$ cat config.mk
export PLATFORM = sky130hd
export DESIGN_NAME = chunked_adder
export DESIGN_NICKNAME = d
export VERILOG_FILES = /design/src/rtl/chunked_adder.sv
export SDC_FILE = /design/constraint.sdc
export NUM_CORES = 1
export LEC_CHECK = 0
export ABC_CLOCK_PERIOD_IN_PS = 2900
export CORE_AREA = 3 3 98 63
export CTS_BUF_LIST = sky130_fd_sc_hd__clkbuf_2 sky130_fd_sc_hd__clkbuf_4 sky130_fd_sc_hd__clkbuf_8
export DETAILED_ROUTE_END_ITERATION = 6
export DIE_AREA = 0 0 101 66
export GPL_ROUTABILITY_DRIVEN = 0
export HOLD_SLACK_MARGIN = 0.06
export PLACE_DENSITY_LB_ADDON = 0.12
export SLEW_MARGIN = 40
export SYNTH_ARGS = -nofsm -noshare
export SYNTH_HDL_FRONTEND = slang
export SYNTH_SLANG_ARGS = --single-unit
$ cat constraint.sdc
create_clock -name clk -period 2.9 [get_ports clk]
set_input_delay 0.87 -clock clk [delete_from_list [all_inputs] [get_ports clk]]
set_output_delay 0.87 -clock clk [all_outputs]
set_load 0.005 [all_outputs]
$ cat src/rtl/chunked_adder.sv
// chunked_adder: multi-cycle adder/subtractor that ripples CHUNK bits per clock
// through a chain of full-adder cells, carrying between chunks in a register.
// Operands are accepted on a valid/ready handshake; the result is presented on
// a second valid/ready handshake with carry-out and signed-overflow flags.
module chunked_adder #(
    parameter int unsigned WIDTH = 16,
    parameter int unsigned CHUNK = 4
) (
    input  logic             clk,
    input  logic             rst,
    input  logic             in_valid,
    output logic             in_ready,
    input  logic [WIDTH-1:0] a,
    input  logic [WIDTH-1:0] b,
    input  logic             cin,
    input  logic             sub,
    output logic             out_valid,
    input  logic             out_ready,
    output logic [WIDTH-1:0] sum,
    output logic             cout,
    output logic             ovf
);

    localparam int unsigned NCHUNK = WIDTH / CHUNK;
    // Counter must be at least one bit wide even when a single chunk covers WIDTH
    localparam int unsigned CW = (NCHUNK > 1) ? $clog2(NCHUNK) : 1;
    localparam logic [CW-1:0] LAST_CHUNK = CW'(NCHUNK - 1);

    typedef enum logic [1:0] {
        StIdle,
        StRun,
        StDone
    } state_t;

    state_t           state_q;
    logic [WIDTH-1:0] a_q;
    logic [WIDTH-1:0] b_q;
    logic             carry_q;
    logic [CW-1:0]    cnt_q;
    logic [WIDTH-1:0] sum_q;
    logic             cout_q;
    logic             ovf_q;
    logic             in_ready_q;
    logic             out_valid_q;

    logic [CHUNK-1:0] chunk_sum;
    logic             rc;
    logic             c_msb_in;
    logic             c_out;
    logic [WIDTH-1:0] sum_shift;

    // Ripple of CHUNK full-adder cells over the low bits of the operand registers
    always_comb begin
        chunk_sum = '0;
        rc        = carry_q;
        c_msb_in  = carry_q;
        for (int i = 0; i < int'(CHUNK); i++) begin
            // Carry entering the top cell of the chunk feeds the overflow flag
            c_msb_in     = rc;
            chunk_sum[i] = a_q[i] ^ b_q[i] ^ rc;
            rc           = (a_q[i] & b_q[i]) | (rc & (a_q[i] ^ b_q[i]));
        end
        c_out = rc;
    end

    // New chunk enters the result from the MSB side so the last chunk lands on top
    always_comb begin
        sum_shift                      = sum_q >> CHUNK;
        sum_shift[WIDTH-1 -: CHUNK]    = chunk_sum;
    end

    // Control FSM, operand/carry datapath and registered outputs
    always_ff @(posedge clk or posedge rst) begin
        if (rst) begin
            state_q     <= StIdle;
            a_q         <= '0;
            b_q         <= '0;
            carry_q     <= 1'b0;
            cnt_q       <= '0;
            sum_q       <= '0;
            cout_q      <= 1'b0;
            ovf_q       <= 1'b0;
            in_ready_q  <= 1'b1;
            out_valid_q <= 1'b0;
        end else begin
            unique case (state_q)
                StIdle: begin
                    if (in_valid && in_ready_q) begin
                        // Subtraction is a + ~b + !cin: invert B and the carry-in here
                        a_q        <= a;
                        b_q        <= sub ? ~b : b;
                        carry_q    <= cin ^ sub;
                        cnt_q      <= '0;
                        in_ready_q <= 1'b0;
                        state_q    <= StRun;
                    end
                end
                StRun: begin
                    sum_q   <= sum_shift;
                    a_q     <= a_q >> CHUNK;
                    b_q     <= b_q >> CHUNK;
                    carry_q <= c_out;
                    cnt_q   <= cnt_q + 1'b1;
                    if (cnt_q == LAST_CHUNK) begin
                        cout_q      <= c_out;
                        ovf_q       <= c_msb_in ^ c_out;
                        out_valid_q <= 1'b1;
                        state_q     <= StDone;
                    end
                end
                StDone: begin
                    if (out_ready) begin
                        out_valid_q <= 1'b0;
                        in_ready_q  <= 1'b1;
                        state_q     <= StIdle;
                    end
                end
                default: begin
                    out_valid_q <= 1'b0;
                    in_ready_q  <= 1'b1;
                    state_q     <= StIdle;
                end
            endcase
        end
    end

    assign in_ready  = in_ready_q;
    assign out_valid = out_valid_q;
    assign sum       = sum_q;
    assign cout      = cout_q;
    assign ovf       = ovf_q;

endmodule

# Word level (Yosys, flattened, before mapping)
# Index checks and enable logic that the tools add are counted.
# op_classes
addsub	1
n_eq_ne	6
n_mux	19
n_bitwise	25
n_reduce_logical	8
# op_table
cell	n
16-bit one-hot mux with 2 select lines	2
16-bit two-way mux	3
16-bit inverter	1
1-bit XOR	10
3-bit AND reduction	3
1-bit bitwise AND	8
2-bit two-way mux	4
2-bit != test, second input constant	3
1-bit one-hot mux with 3 select lines	2
2-bit one-hot mux with 3 select lines	1
1-bit two-way mux	5
2-bit equality test, second input constant	2
1-bit OR	4
2-bit one-hot mux with 2 select lines	1
2-bit AND reduction	2
2-bit by 1-bit adder with 2-bit output, second input constant	1
2-bit by 1-bit equality test with 1-bit output, second input constant	1
2-bit logical NOT	1
1-bit inverter	2
1-bit one-hot mux with 2 select lines	1
2-bit nonzero test	1
1-bit logical AND	1
# totals
ff_bits	57
output_inout_bits	20
word_cells	69

# Logic depth before layout (Yosys ltp)
# depth
word_depth	10
ltp_mapped	9
ltp_nobuf	9

# Worst setup path after synthesis
# OpenSTA, ideal clock, no wires.
# synth_timing
path_kind	register to register
from	reg a_q[0]
to	reg sum_q[15], in the netlist sum[15]
arrival_ns	2.025
t_required_ns	2.817
slack_ns	0.792
path_stages_with_launch	9
path_buffers	0
synth_period_minus_slack_ns	2.108
cell_sequence	dfrtp_1 fa_1 inv_1 fa_1 inv_1 fa_1 inv_1 fa_1 o21ai_0
# synth_between
elab_chain_len	8
# synth_rtl
element	line	source
from (decl)	36	logic [WIDTH-1:0] a_q;
from (signal assigned)	100	a_q <= a_q >> CHUNK;
1-bit XOR	61	rc = (a_q[i] & b_q[i]) | (rc & (a_q[i] ^ b_q[i]));
1-bit bitwise AND	61	
1-bit OR (*)	61	
1-bit bitwise AND (*)	61	
1-bit OR (*)	61	
1-bit bitwise AND (*)	61	
1-bit OR (*)	61	
1-bit XOR (*)	60	chunk_sum[i] = a_q[i] ^ b_q[i] ^ rc;
to (signal assigned)	99	sum_q <= sum_shift;
to (decl)	40	logic [WIDTH-1:0] sum_q;
# Every way passes the cells marked *; elsewhere a longest branch is shown, timed or not.
# A chain may end at the register's enable or synchronous reset.

# Worst setup path after layout
# layout_timing
from	reg in_ready_q, in the netlist in_ready
to	out in_ready
# layout_lines
element	line	source
from (decl)	43	logic in_ready_q;
from (signal assigned)	83	in_ready_q <= 1'b1;
from (signal assigned)	94	in_ready_q <= 1'b0;
from (signal assigned)	114	in_ready_q <= 1'b1;
to (decl)	12	output logic in_ready,
# No word-level cell between the ends.

==> out/summary.txt <==
Num CTS Buffers = 9
Worst clock skew = 0.003658 ns
Peak Freq = 431.7 MHz
Routed wire length = 5.254 mm
Final period util = 79.89%
Critical Path Start = in_ready
Hold Buf Count CTS = 0
Port Buf Inserts = 57
Residual DRC = 0
Layout cells sized above 1 = 8.408%
Final TNS setup = 0 ns
ANT cells = 0
Buffers inserted by post-CTS timing repair = 0
Root Driver = clkbuf_8
CP max stage cell = dfstp_2
Seq/Total Area, Yosys = 54.28%
Post-Synth Adder-Cell Area = 3.520%
Crit-path cells = clkdlybuf4s50_1
CP endpoint kind = output port
Levels on crit path = 1
Status = finished, final reports clean
Vias per cell = 5.040
FILL cells = 489
Antenna violations before repair = 0
Synth unique cells = 29
Mapped Nets = 316
Chip height = 66 um
Syn Inst Count = 273
CP bufs+invs = 1
Clk pin slew, worst setup/hold paths = 0.06 ns
Fin util = 63.34%
Vias after detailed routing = 2026
DR iter-0 viols = 97
Worst-Skew Late Latency = 0.33 ns
Unrepaired setup endpoints after global routing = false
Core ar. = 5413 um^2
Crit path largest cell delay = 0.60 ns
Largest net degree at the start of global routing = 58
Critical Path RT = 2.03 ns
Main combinational cell family by area after synthesis = simple AND/OR/NAND/NOR gates
Antenna viol nets, final = 0
Final number of max-transition violations = 0
Max-Cap Viols = 0
Register bit count reported by yosys = 57
Power Density = 901.7 nW/um^2
Post-synth EDFFs = 0
NumNets Final = 371
Worst Tran Pin Value = 0.7448 ns
Critical Path Fanout Max = 7
Vias in the first global route = 2005
Final cell count without fillers = 402
Hold path startpoint = out_valid
Placed insts = 386
Mux cell area share after synthesis = 0.4282%
Simple-gate portion of the synthesized area = 16.51%
Min Hold Slack = 0.4763 ns
Starting Density = 48.59%
Total track usage = 17.78%
Peak VDD IR = 432.6 uV
Die Outline Area = 6666 um^2
CTS Sinks = 57
CP delay by family, top = flip-flops
Async S/R FF share, synth = 100.0%
Min-Delay Path Class = flop to flop
H-Tree Depth = 3
R2R cell count = 8
Post-route minimum period = 2.317 ns
First-pass GRT wire length = 9.039 mm
Relative slew margins = 50.24%
P&R area growth vs syn = 30.35%
Final Hold Vio Count = 0
Die W = 101 um
Final setup violation count = 0
WP data arrival = 1.45 ns
Reg-to-Reg Start = a_q[0]
Avg Synthesized Cell Area = 9.634 um^2
Complex-gate fraction of the synthesized area = 13.70%
Row count = 21
WL per Instance = 13.07 um
Worst setup SP type = flop
Pre-antenna DRT Iters = 4
CP Class = flop to output port
GRT Residual Overflow = 0
Placed wire-length estimate = 3.530 mm
Leakage power = 1.578 nW
# resized after CTS = 0
Top FF cell, synth = dfrtp_1
Synth Area in XOR/XNOR = 5.994%
I/O pin total = 58
Cell Area, Synth = 2630 um^2
Yosys warns = 0
Hold path cells = 2
Clk buf depth = 2
CTS tree = built
==> synth_stat cells (2+ instances only) <==
library cell / number / area, um^2
nand3b_1: 2 / 15.01
buf_6: 2 / 22.52
a221o_1: 12 / 120.1
xnor2_1: 17 / 148.9
nand2_1: 73 / 274.0
a21oi_1: 28 / 140.1
o2bb2ai_1: 4 / 35.03
o21ai_0: 8 / 40.04
inv_1: 9 / 33.78
dfrtp_1: 56 / 1401
nor2_1: 27 / 101.4
fa_1: 4 / 80.08
buf_2: 14 / 70.07
clkbuf_1: 2 / 7.510
==> flip-flops by register name (all words and copies together) (netlist names) <==
register,flops
state_q,2
cnt_q,2
carry_q,1
cout,1
a_q,16
b_q,16
sum,16
out_valid,1
ovf,1
in_ready,1
==> routing by layer <==
layer	part of all wire [%]	GRT usage, %
met1	50	23.76
met2	43	26.48
met3	5.8	6.744
met4	1.2	6.468
met5	0	0
==> report_power, final <==
part	internal [mW]	total [mW]	switching [mW]
clock	0.371	0.664	0.293
combinational	0.572	1.09	0.519
sequential	1.13	1.34	0.211
==> worst paths after layout <==
| kind | slack, ns | end |
|---|---|---|
| setup / recovery | 0.58 | in_ready |
| hold / removal | 0.48 | out_valid |
| setup reg to reg | 0.64 | sum[15] |
| hold reg to reg | 0.48 | out_valid |
| max in group asynchronous | 1.69 | in_ready |
| min in group asynchronous | 0.91 | a_q[15] |
==> kinds of logic (layout without fill, tap and decap cells) <==
kind of cell             count (synthesis)  after routing
multiplexers                             1              1
adder cells (fa/ha/maj)                  5              5
AO/OA/AOI/OAI                           55             55
AND/OR/NAND/NOR                        108            108
XOR/XNOR                                18             18
buffers and inverters                   29             89
flip-flops                              57             57
==> cell usage in the layout, fill, tap and decap left out, types with 2 or more instances in the layout <==
cell              n
dfrtp_1          56
fa_1              4
a221o_1          12
nand3b_1          2
clkbuf_8         11
nor2_1           27
clkbuf_4          2
o2bb2ai_1         4
xnor2_1          17
clkinv_2          3
o21ai_0           8
nand2_1          73
buf_4             6
a21oi_1          28
inv_1             8
clkdlybuf4s50_1  57
==> per-stage QoR <==
step,area (um^2),worst slack (ns),power [mW]
6_report,3428,0.5833,3.091
2_1_floorplan,2630,0.6320,2.012
3_5_place_dp,3247,0.4132,2.457
5_1_grt,3428,0.5212,3.371
4_1_cts,3428,0.5536,3.137
3_3_place_gp,3247,0.4484,2.417
==> area by class of cell <==
type | count | area, um^2 | area share [%]
Sequential cell | 57 | 1428 | 41.64
Multi-Input combinational cell | 187 | 1064 | 31.02
Timing Repair Buffer | 64 | 635.6 | 18.54
Clock buffer | 13 | 166.4 | 4.854
Tap cell | 69 | 86.33 | 2.518
Inverter | 9 | 33.78 | 0.9854
Clock inverter | 3 | 15.01 | 0.4380
(Power assumes the default switching activity.)
